## src/rtl/uart_bridge_pkg.sv

```systemverilog
// Shared definitions for the UART word bridge.
//   BYTE_W     : width of one UART byte.
//   tx_state_e : TX serialiser FSM states.
//   byte_lane  : maps the n-th byte on the wire to its lane inside a word.
package uart_bridge_pkg;

    localparam int unsigned BYTE_W = 8;

    typedef enum logic [2:0] {
        TxIdle,
        TxLoad,
        TxStart,
        TxWaitHi,
        TxWaitLo
    } tx_state_e;

    // Wire order index -> byte lane; lane k occupies word[8k+7:8k].
    function automatic int unsigned byte_lane(input int unsigned idx,
                                              input int unsigned nbytes,
                                              input bit          msb_first);
        return msb_first ? (nbytes - 1 - idx) : idx;
    endfunction

endpackage

```

## src/rtl/sync_fifo.sv

```systemverilog
// Synchronous circular-buffer FIFO with registered storage.
//   i_Clk, i_Rst_n : clock, async active-low reset
//   i_flush        : synchronous empty (wins over push/pop)
//   i_push, i_wdata: write request and data
//   i_pop          : read request (ignored when empty)
//   o_rdata        : head entry
//   o_full/o_empty : occupancy flags
//   o_count        : entries stored
module sync_fifo #(
    parameter int unsigned WIDTH = 32,
    parameter int unsigned DEPTH = 8,
    parameter int unsigned CNT_W = $clog2(DEPTH + 1)
) (
    input  logic             i_Clk,
    input  logic             i_Rst_n,
    input  logic             i_flush,
    input  logic             i_push,
    input  logic [WIDTH-1:0] i_wdata,
    input  logic             i_pop,
    output logic [WIDTH-1:0] o_rdata,
    output logic             o_full,
    output logic             o_empty,
    output logic [CNT_W-1:0] o_count
);

    localparam int unsigned AW = $clog2(DEPTH);

    logic [WIDTH-1:0] mem_q [DEPTH];
    logic [AW:0]      wr_ptr_q, rd_ptr_q;
    logic             do_pop, do_push;

    assign o_empty = (wr_ptr_q == rd_ptr_q);
    assign o_full  = (wr_ptr_q[AW] != rd_ptr_q[AW]) &&
                     (wr_ptr_q[AW-1:0] == rd_ptr_q[AW-1:0]);
    assign o_count = CNT_W'(wr_ptr_q - rd_ptr_q);
    assign o_rdata = mem_q[rd_ptr_q[AW-1:0]];

    // A pop in the same cycle frees the slot a push into a full FIFO needs.
    assign do_pop  = i_pop && !o_empty;
    assign do_push = i_push && (!o_full || do_pop);

    always_ff @(posedge i_Clk or negedge i_Rst_n) begin
        if (!i_Rst_n) begin
            wr_ptr_q <= '0;
            rd_ptr_q <= '0;
            for (int unsigned i = 0; i < DEPTH; i++) begin
                mem_q[i] <= '0;
            end
        end else if (i_flush) begin
            wr_ptr_q <= '0;
            rd_ptr_q <= '0;
        end else begin
            if (do_push) begin
                mem_q[wr_ptr_q[AW-1:0]] <= i_wdata;
                wr_ptr_q                <= wr_ptr_q + 1'b1;
            end
            if (do_pop) begin
                rd_ptr_q <= rd_ptr_q + 1'b1;
            end
        end
    end

endmodule

```

## src/rtl/uart_word_bridge.sv

```systemverilog
// Bridge between a byte-wide UART core and a word-wide consumer/producer.
//   RX: i_rx_data/i_rx_valid bytes are packed into words and buffered; the
//       head is offered on o_rx_word/o_rx_word_valid/i_rx_word_ready.
//       o_rx_count gives occupancy, o_rx_overflow is sticky until i_flush.
//   TX: i_tx_word/i_tx_word_valid/o_tx_word_ready accepts a word which is
//       sent byte by byte through o_tx_byte/o_tx_start/i_tx_busy.
//       o_tx_active is high while a word is in flight.
module uart_word_bridge
    import uart_bridge_pkg::*;
#(
    parameter int unsigned WORD_BYTES = 4,
    parameter int unsigned DEPTH      = 8,
    parameter bit          MSB_FIRST  = 1'b1,
    parameter int unsigned RX_TIMEOUT = 50000,
    parameter int unsigned BUSY_WAIT  = 4
) (
    input  logic                         i_Clk,
    input  logic                         i_Rst_n,
    input  logic                         i_flush,
    input  logic [7:0]                   i_rx_data,
    input  logic                         i_rx_valid,
    output logic [8*WORD_BYTES-1:0]      o_rx_word,
    output logic                         o_rx_word_valid,
    input  logic                         i_rx_word_ready,
    output logic [$clog2(DEPTH+1)-1:0]   o_rx_count,
    output logic                         o_rx_overflow,
    input  logic [8*WORD_BYTES-1:0]      i_tx_word,
    input  logic                         i_tx_word_valid,
    output logic                         o_tx_word_ready,
    output logic [7:0]                   o_tx_byte,
    output logic                         o_tx_start,
    input  logic                         i_tx_busy,
    output logic                         o_tx_active
);

    localparam int unsigned W     = BYTE_W * WORD_BYTES;
    localparam int unsigned IDX_W = 4;
    localparam logic [IDX_W-1:0] LAST_IDX = IDX_W'(WORD_BYTES - 1);

    // ---------------- RX assembly ----------------
    logic [IDX_W-1:0] idx_q, idx_d;
    logic [W-1:0]     asm_q, asm_d, asm_new;
    logic [31:0]      idle_q, idle_d;
    logic             ovf_q, ovf_d;
    logic             push, pop, fifo_full, fifo_empty;

    assign pop = o_rx_word_valid && i_rx_word_ready;

    always_comb begin
        asm_new = asm_q;
        for (int unsigned k = 0; k < WORD_BYTES; k++) begin
            if (k == byte_lane(32'(idx_q), WORD_BYTES, MSB_FIRST)) begin
                asm_new[k*BYTE_W +: BYTE_W] = i_rx_data;
            end
        end
    end

    always_comb begin
        idx_d  = idx_q;
        asm_d  = asm_q;
        idle_d = idle_q;
        ovf_d  = ovf_q;
        push   = 1'b0;
        if (i_flush) begin
            idx_d  = '0;
            asm_d  = '0;
            idle_d = '0;
            ovf_d  = 1'b0;
        end else if (i_rx_valid) begin
            idle_d = '0;
            if (idx_q == LAST_IDX) begin
                push  = 1'b1;
                idx_d = '0;
                asm_d = '0;
                if (fifo_full && !pop) begin
                    ovf_d = 1'b1;
                end
            end else begin
                idx_d = idx_q + IDX_W'(1);
                asm_d = asm_new;
            end
        end else if (idx_q != '0 && RX_TIMEOUT != 0) begin
            // Partial word went stale: drop it silently.
            if (idle_q + 32'd1 >= 32'(RX_TIMEOUT)) begin
                idx_d  = '0;
                asm_d  = '0;
                idle_d = '0;
            end else begin
                idle_d = idle_q + 32'd1;
            end
        end
    end

    always_ff @(posedge i_Clk or negedge i_Rst_n) begin
        if (!i_Rst_n) begin
            idx_q  <= '0;
            asm_q  <= '0;
            idle_q <= '0;
            ovf_q  <= 1'b0;
        end else begin
            idx_q  <= idx_d;
            asm_q  <= asm_d;
            idle_q <= idle_d;
            ovf_q  <= ovf_d;
        end
    end

    sync_fifo #(
        .WIDTH (W),
        .DEPTH (DEPTH),
        .CNT_W ($clog2(DEPTH + 1))
    ) u_rx_fifo (
        .i_Clk   (i_Clk),
        .i_Rst_n (i_Rst_n),
        .i_flush (i_flush),
        .i_push  (push),
        .i_wdata (asm_new),
        .i_pop   (pop),
        .o_rdata (o_rx_word),
        .o_full  (fifo_full),
        .o_empty (fifo_empty),
        .o_count (o_rx_count)
    );

    assign o_rx_word_valid = !fifo_empty;
    assign o_rx_overflow   = ovf_q;

    // ---------------- TX serialiser ----------------
    tx_state_e        state_q, state_d;
    logic [W-1:0]     word_q;
    logic [IDX_W-1:0] cnt_q;
    logic [31:0]      wt_q;

    always_ff @(posedge i_Clk or negedge i_Rst_n) begin
        if (!i_Rst_n) begin
            state_q <= TxIdle;
        end else begin
            state_q <= state_d;
        end
    end

    always_comb begin
        state_d = state_q;
        unique case (state_q)
            TxIdle:   if (i_tx_word_valid) state_d = TxLoad;
            TxLoad:   if (!i_tx_busy) state_d = TxStart;
            TxStart:  state_d = TxWaitHi;
            // Give up on busy after BUSY_WAIT cycles so a silent UART cannot hang us.
            TxWaitHi: if (i_tx_busy || (wt_q + 32'd1 >= 32'(BUSY_WAIT))) state_d = TxWaitLo;
            TxWaitLo: if (!i_tx_busy) state_d = (cnt_q == LAST_IDX) ? TxIdle : TxLoad;
            default:  state_d = TxIdle;
        endcase
    end

    always_ff @(posedge i_Clk or negedge i_Rst_n) begin
        if (!i_Rst_n) begin
            word_q <= '0;
            cnt_q  <= '0;
            wt_q   <= '0;
        end else begin
            unique case (state_q)
                TxIdle: if (i_tx_word_valid) begin
                    word_q <= i_tx_word;
                    cnt_q  <= '0;
                end
                TxStart:  wt_q <= '0;
                TxWaitHi: if (!i_tx_busy) wt_q <= wt_q + 32'd1;
                TxWaitLo: if (!i_tx_busy) cnt_q <= cnt_q + IDX_W'(1);
                default: ;
            endcase
        end
    end

    always_comb begin
        o_tx_word_ready = (state_q == TxIdle);
        o_tx_active     = (state_q != TxIdle);
        o_tx_start      = (state_q == TxStart);
        o_tx_byte       = '0;
        if (state_q != TxIdle) begin
            for (int unsigned k = 0; k < WORD_BYTES; k++) begin
                if (k == byte_lane(32'(cnt_q), WORD_BYTES, MSB_FIRST)) begin
                    o_tx_byte = word_q[k*BYTE_W +: BYTE_W];
                end
            end
        end
    end

endmodule

```

## config.mk

```make
export PLATFORM = sky130hd
export DESIGN_NAME = uart_word_bridge
export DESIGN_NICKNAME = d
export VERILOG_FILES = /design/src/rtl/uart_bridge_pkg.sv /design/src/rtl/sync_fifo.sv /design/src/rtl/uart_word_bridge.sv
export SDC_FILE = /design/constraint.sdc
export NUM_CORES = 1
export LEC_CHECK = 0
export CAP_MARGIN = 20
export CORE_UTILIZATION = 40
export DETAILED_ROUTE_END_ITERATION = 8
export MAX_ROUTING_LAYER = met4
export PLACE_DENSITY = 0.58
export SLEW_MARGIN = 20
export SYNTH_ARGS = -nofsm -noshare
export SYNTH_HDL_FRONTEND = slang
export SYNTH_SLANG_ARGS = --single-unit
export TNS_END_PERCENT = 10
```

## constraint.sdc

```tcl
create_clock -name i_Clk -period 3.3 [get_ports i_Clk]
set_input_delay 0.66 -clock i_Clk [delete_from_list [all_inputs] [get_ports i_Clk]]
set_output_delay 0.66 -clock i_Clk [all_outputs]
set_load 0.005 [all_outputs]
```

==> results of run 1 <==
-- path summary, 6_finish.rpt --
check / startpoint / to / slack [ns] / depth (start not counted)
worst max-delay path: u_rx_fifo.rd_ptr_q[0] / o_rx_word[8] / 0.09 / 5
min in group i_Clk: u_rx_fifo.mem_q[233] / u_rx_fifo.mem_q[233] / 0.47 / 2
worst min register to register: u_rx_fifo.mem_q[233] / u_rx_fifo.mem_q[233] / 0.47 / 2
worst min-delay path: i_Rst_n / idle_q[12] / 0.04 / 1
worst max register to register: idle_q[11] / idle_q[15] / 0.19 / 8
max in group asynchronous: i_Rst_n / u_rx_fifo.mem_q[73] / 2.41 / 2
-- layer usage --
layer  share of wire (%)  global-route usage (%)  up-vias
met3                 4.8                   3.941       61
met4                 1.7                   4.449        0
li1                    -                       -     7125
met5                   0                       -        -
met2                  46                   31.76      274
met1                  47                   28.65     7323
-- cells by family (layout without fill, tap and decap cells) --
logic type      count (synthesis)  count (layout)
buf+inv                       166             291
xor+xnor                       19              19
flops                         404             404
mux                           137             137
simple gates                  731             731
fa+ha+maj                      16              16
compound gates                484             484
-- layout make-up --
class                      instances  share of cell area, %
clock buffer                      68                  5.798
clock inverter                    15                 0.8854
inverter                          25                 0.4157
multi-input combinational       1387                  37.91
sequential                       404                  43.66
tap                              615                  3.320
timing repair buffer             183                  8.006
-- cells in the mapped netlist (all sizes together) (18+ instances only) --
master / count / area, um^2
o21ai: 158 / 798.3
nor3: 27 / 140.1
nand4: 28 / 190.2
o2bb2ai: 37 / 349.1
nand2: 285 / 1070
mux2: 33 / 371.6
nor4: 20 / 125.1
and2: 27 / 168.9
dfrtp: 404 / 10110
nand3: 41 / 205.2
clkbuf: 111 / 417.9
nor2: 235 / 882.1
or3: 18 / 112.6
inv: 24 / 90.09
mux4: 64 / 1441
mux2i: 40 / 400.4
a21oi: 209 / 1046
buf: 30 / 146.4
-- flip-flops by register name, indices dropped and copies added, names as in the netlist --
register	cells
asm_q	32
cnt_q	4
idle_q	32
idx_q	4
o_rx_overflow	1
state_q	3
u_rx_fifo.mem_q	256
u_rx_fifo.rd_ptr_q	4
u_rx_fifo.wr_ptr_q	4
word_q	32
wt_q	32
-- power by group through the flow --
| stage | registers (mW) | clock network [mW] | logic (mW) |
|---|---|---|---|
| 4_1_cts | 5.79 | 5.35 | 3.04 |
| 3_3_place_gp | 5.84 | 0 | 2.98 |
| 5_1_grt | 5.87 | 5.55 | 3.38 |
| 6_report | 5.80 | 5.20 | 3.04 |
| 3_5_place_dp | 5.87 | 0 | 3.04 |
| 2_1_floorplan | 5.75 | 0 | 1.89 |
-- timing repair --
action / CTS / global route
gates resized for setup: 16 / 31
setup endpoints to repair: 31 / 66
setup buffers: 1 / 10
gates cloned: 1 / 1
-- metrics by stage --
step / TNS (ns) / std cells / setup WS, ns / utilization [%] / power (mW)
floorplan: 0 / 1957 / 0.06234 / - / 7.638
global placement: 0 / 2601 / 0.1368 / 44.66 / 8.828
detailed placement: 0 / 2601 / 0.1035 / 44.66 / 8.908
CTS: -0.1390 / 2686 / -0.03729 / 48.00 / 14.18
global route: -0.03437 / 2697 / -0.01143 / 48.44 / 14.80
finish: 0 / 2697 / 0.08705 / 48.44 / 14.04
==> implementation parameters, run 1 <==
Parameter                              Value

Outcome
  Outcome    completed

Global route
  Global-route congestion overflow total    0
  Global-route wire length before repair    79.93 mm
  Maximum number of pins on one net before global-route repair    69
  Number of antenna violations at the first check in global routing    0
  Overall global routing resource usage    20.73%
  Number of global-route vias before repair    14,530

Power
  Clock network fraction of total power    37.0%
  Sequential share of power    41.3%
  Int Power    9.984 mW
  Pleak    10.16 nW
  Power density of the placed cells    606.0 mW/mm^2
  Worst vdd rail ir drop    0.4880 mV
  Fraction of power consumed by combinational cells    21.6%
  Net switching power    4.060 mW
  Sw frac    28.91%

Timing
  Setup Viol. Count Final    0
  Maximum achievable frequency    311.2 MHz
  Worst hold margin    0.03774 ns
  Number of max-slew violations in the final report    0
  RSZ-0062 raised after global routing    true
  Worst Clk Skew    0.02053 ns
  Final Hold Viols    0
  Final worst path period need    3.213 ns
  Tightest slew margin relative to the limit    42.73%
  Measured slew at the worst slew-check pin    0.8352 ns
  Period utilization    97.36%

Worst setup path
  Cell type with the highest occurrence count on the critical path    sky130_fd_sc_hd__nand2_1
  Family with the most delay on the worst path    buffers and inverters
  Setup crit end kind    output port
  Required time of the critical path    2.64 ns
  List of cells traversed by the critical path    buf_12, mux4_2, nand2_1, nand2_1, clkdlybuf4s50_1
  Cell type of the slowest stage on the worst timing path    sky130_fd_sc_hd__dfrtp_4
  Highest net fanout along the worst path    16
  Delay contributed by the slowest stage of the critical path    0.58 ns
  Startpoint types    flop
  Arrival time worst endpoint    2.55 ns
  Sum of buffers and inverters on the critical path    2
  Category of the critical setup timing path    reg2out

Floorplan
  Floorplan core area    0.04785 mm^2
  Total Die Area    0.04946 mm^2
  Standard-cell rows    80
  Vertical die dimension    222.4 um
  I/O pin cnt    96
  Initial Utilization    40.61%
  Die extent in x    222.4 um

Logic synthesis
  Post-Synth Simple-Gate Area    16.77%
  Number of enable-type register cells in the synthesized netlist    0
  Distinct cell type count after synthesis    63
  Portion of netlist area occupied by mux cells    11.39%
  Yosys warning total    0
  Proportion of synthesized flip-flops having asynchronous set or reset    100.0%
  Total of flip-flops plus latches after synthesis    404
  Nets in the synthesized netlist    2,020
  Post-synthesis cell area    0.01943 mm^2
  Dominant combinational cell family by area after synthesis    simple AND/OR/NAND/NOR gates
  Synthesized-area fraction occupied by xor and xnor cells    0.8565%
  Cells after Synth    1,957
  Ys flop type    sky130_fd_sc_hd__dfrtp_1
  Average cell area after synthesis    9.928 um^2
  Post-synthesis compound-gate area fraction    14.49%
  Synthesized-area fraction occupied by adder cells    1.069%
  Register area share after synthesis    52.04%

Layout
  Footprint of the multi-input gates    0.008787 mm^2
  Most common library cell in the layout ignoring fill and taps    sky130_fd_sc_hd__dfrtp_1
  Count of inserted antenna diode cells    0
  Total area of sequential cells    0.01012 mm^2
  Leading cell types in the layout, fill and taps excluded    399 x sky130_fd_sc_hd__dfrtp_1, 283 x sky130_fd_sc_hd__nand2_1, 234 x sky130_fd_sc_hd__nor2_1
  Number of filler instances in the final layout    4,426
  Proportion of layout cells with a drive suffix above 1    14.36%
  Nets    2,110
  Post-Layout Inst Area    0.02318 mm^2
  Layout overhead on the synthesized area    19.29%

Routing
  WL per Instance    17.98 um
  Number of vias per cell after detailed routing    5.481
  Initial DRT Pass Iterations    5
  Routed wire length    48.50 mm
  Number of DRC markers after the initial detailed-route iteration    920
  Vias after detailed routing    14,780
  Number of routed nets with antenna violations    0
  DRC violation count after routing    0

Clock network
  TritonCTS clock tree    built
  Clock network latency to the later pin of the worst-skew pair    0.58 ns
  CTS Buf Count    46
  Clock buffer depth    3
  Clock root buffer    sky130_fd_sc_hd__clkbuf_16
  Clk slew on worst S/H paths    0.05 ns
  Clock Sinks    404
  Count of H-tree levels built during CTS    2
  Hold-fix buffer count after cts    0

Min path
  Worst hold path type    in2async

Place
  Detailed-placement wirelength estimate    29.96 mm
  Count of port buffers added during placement    95
  Placed inst area    0.02137 mm^2
  GP Congestion    0.8584

Job
  Maximum Capacitance Violations    0
Note: power is estimated with default switching activity, not from simulation.
==> run 2, diff against run 1 <==
--- a/config.mk
+++ b/config.mk
@@ -5,6 +5,7 @@
 export SDC_FILE = /design/constraint.sdc
 export NUM_CORES = 1
 export LEC_CHECK = 0
+export ABC_CLOCK_PERIOD_IN_PS = 3300
 export CAP_MARGIN = 20
 export CORE_UTILIZATION = 40
 export DETAILED_ROUTE_END_ITERATION = 8
==> results of run 2 <==
No change in the layout: final DEF, timing and power equal those of run 1.
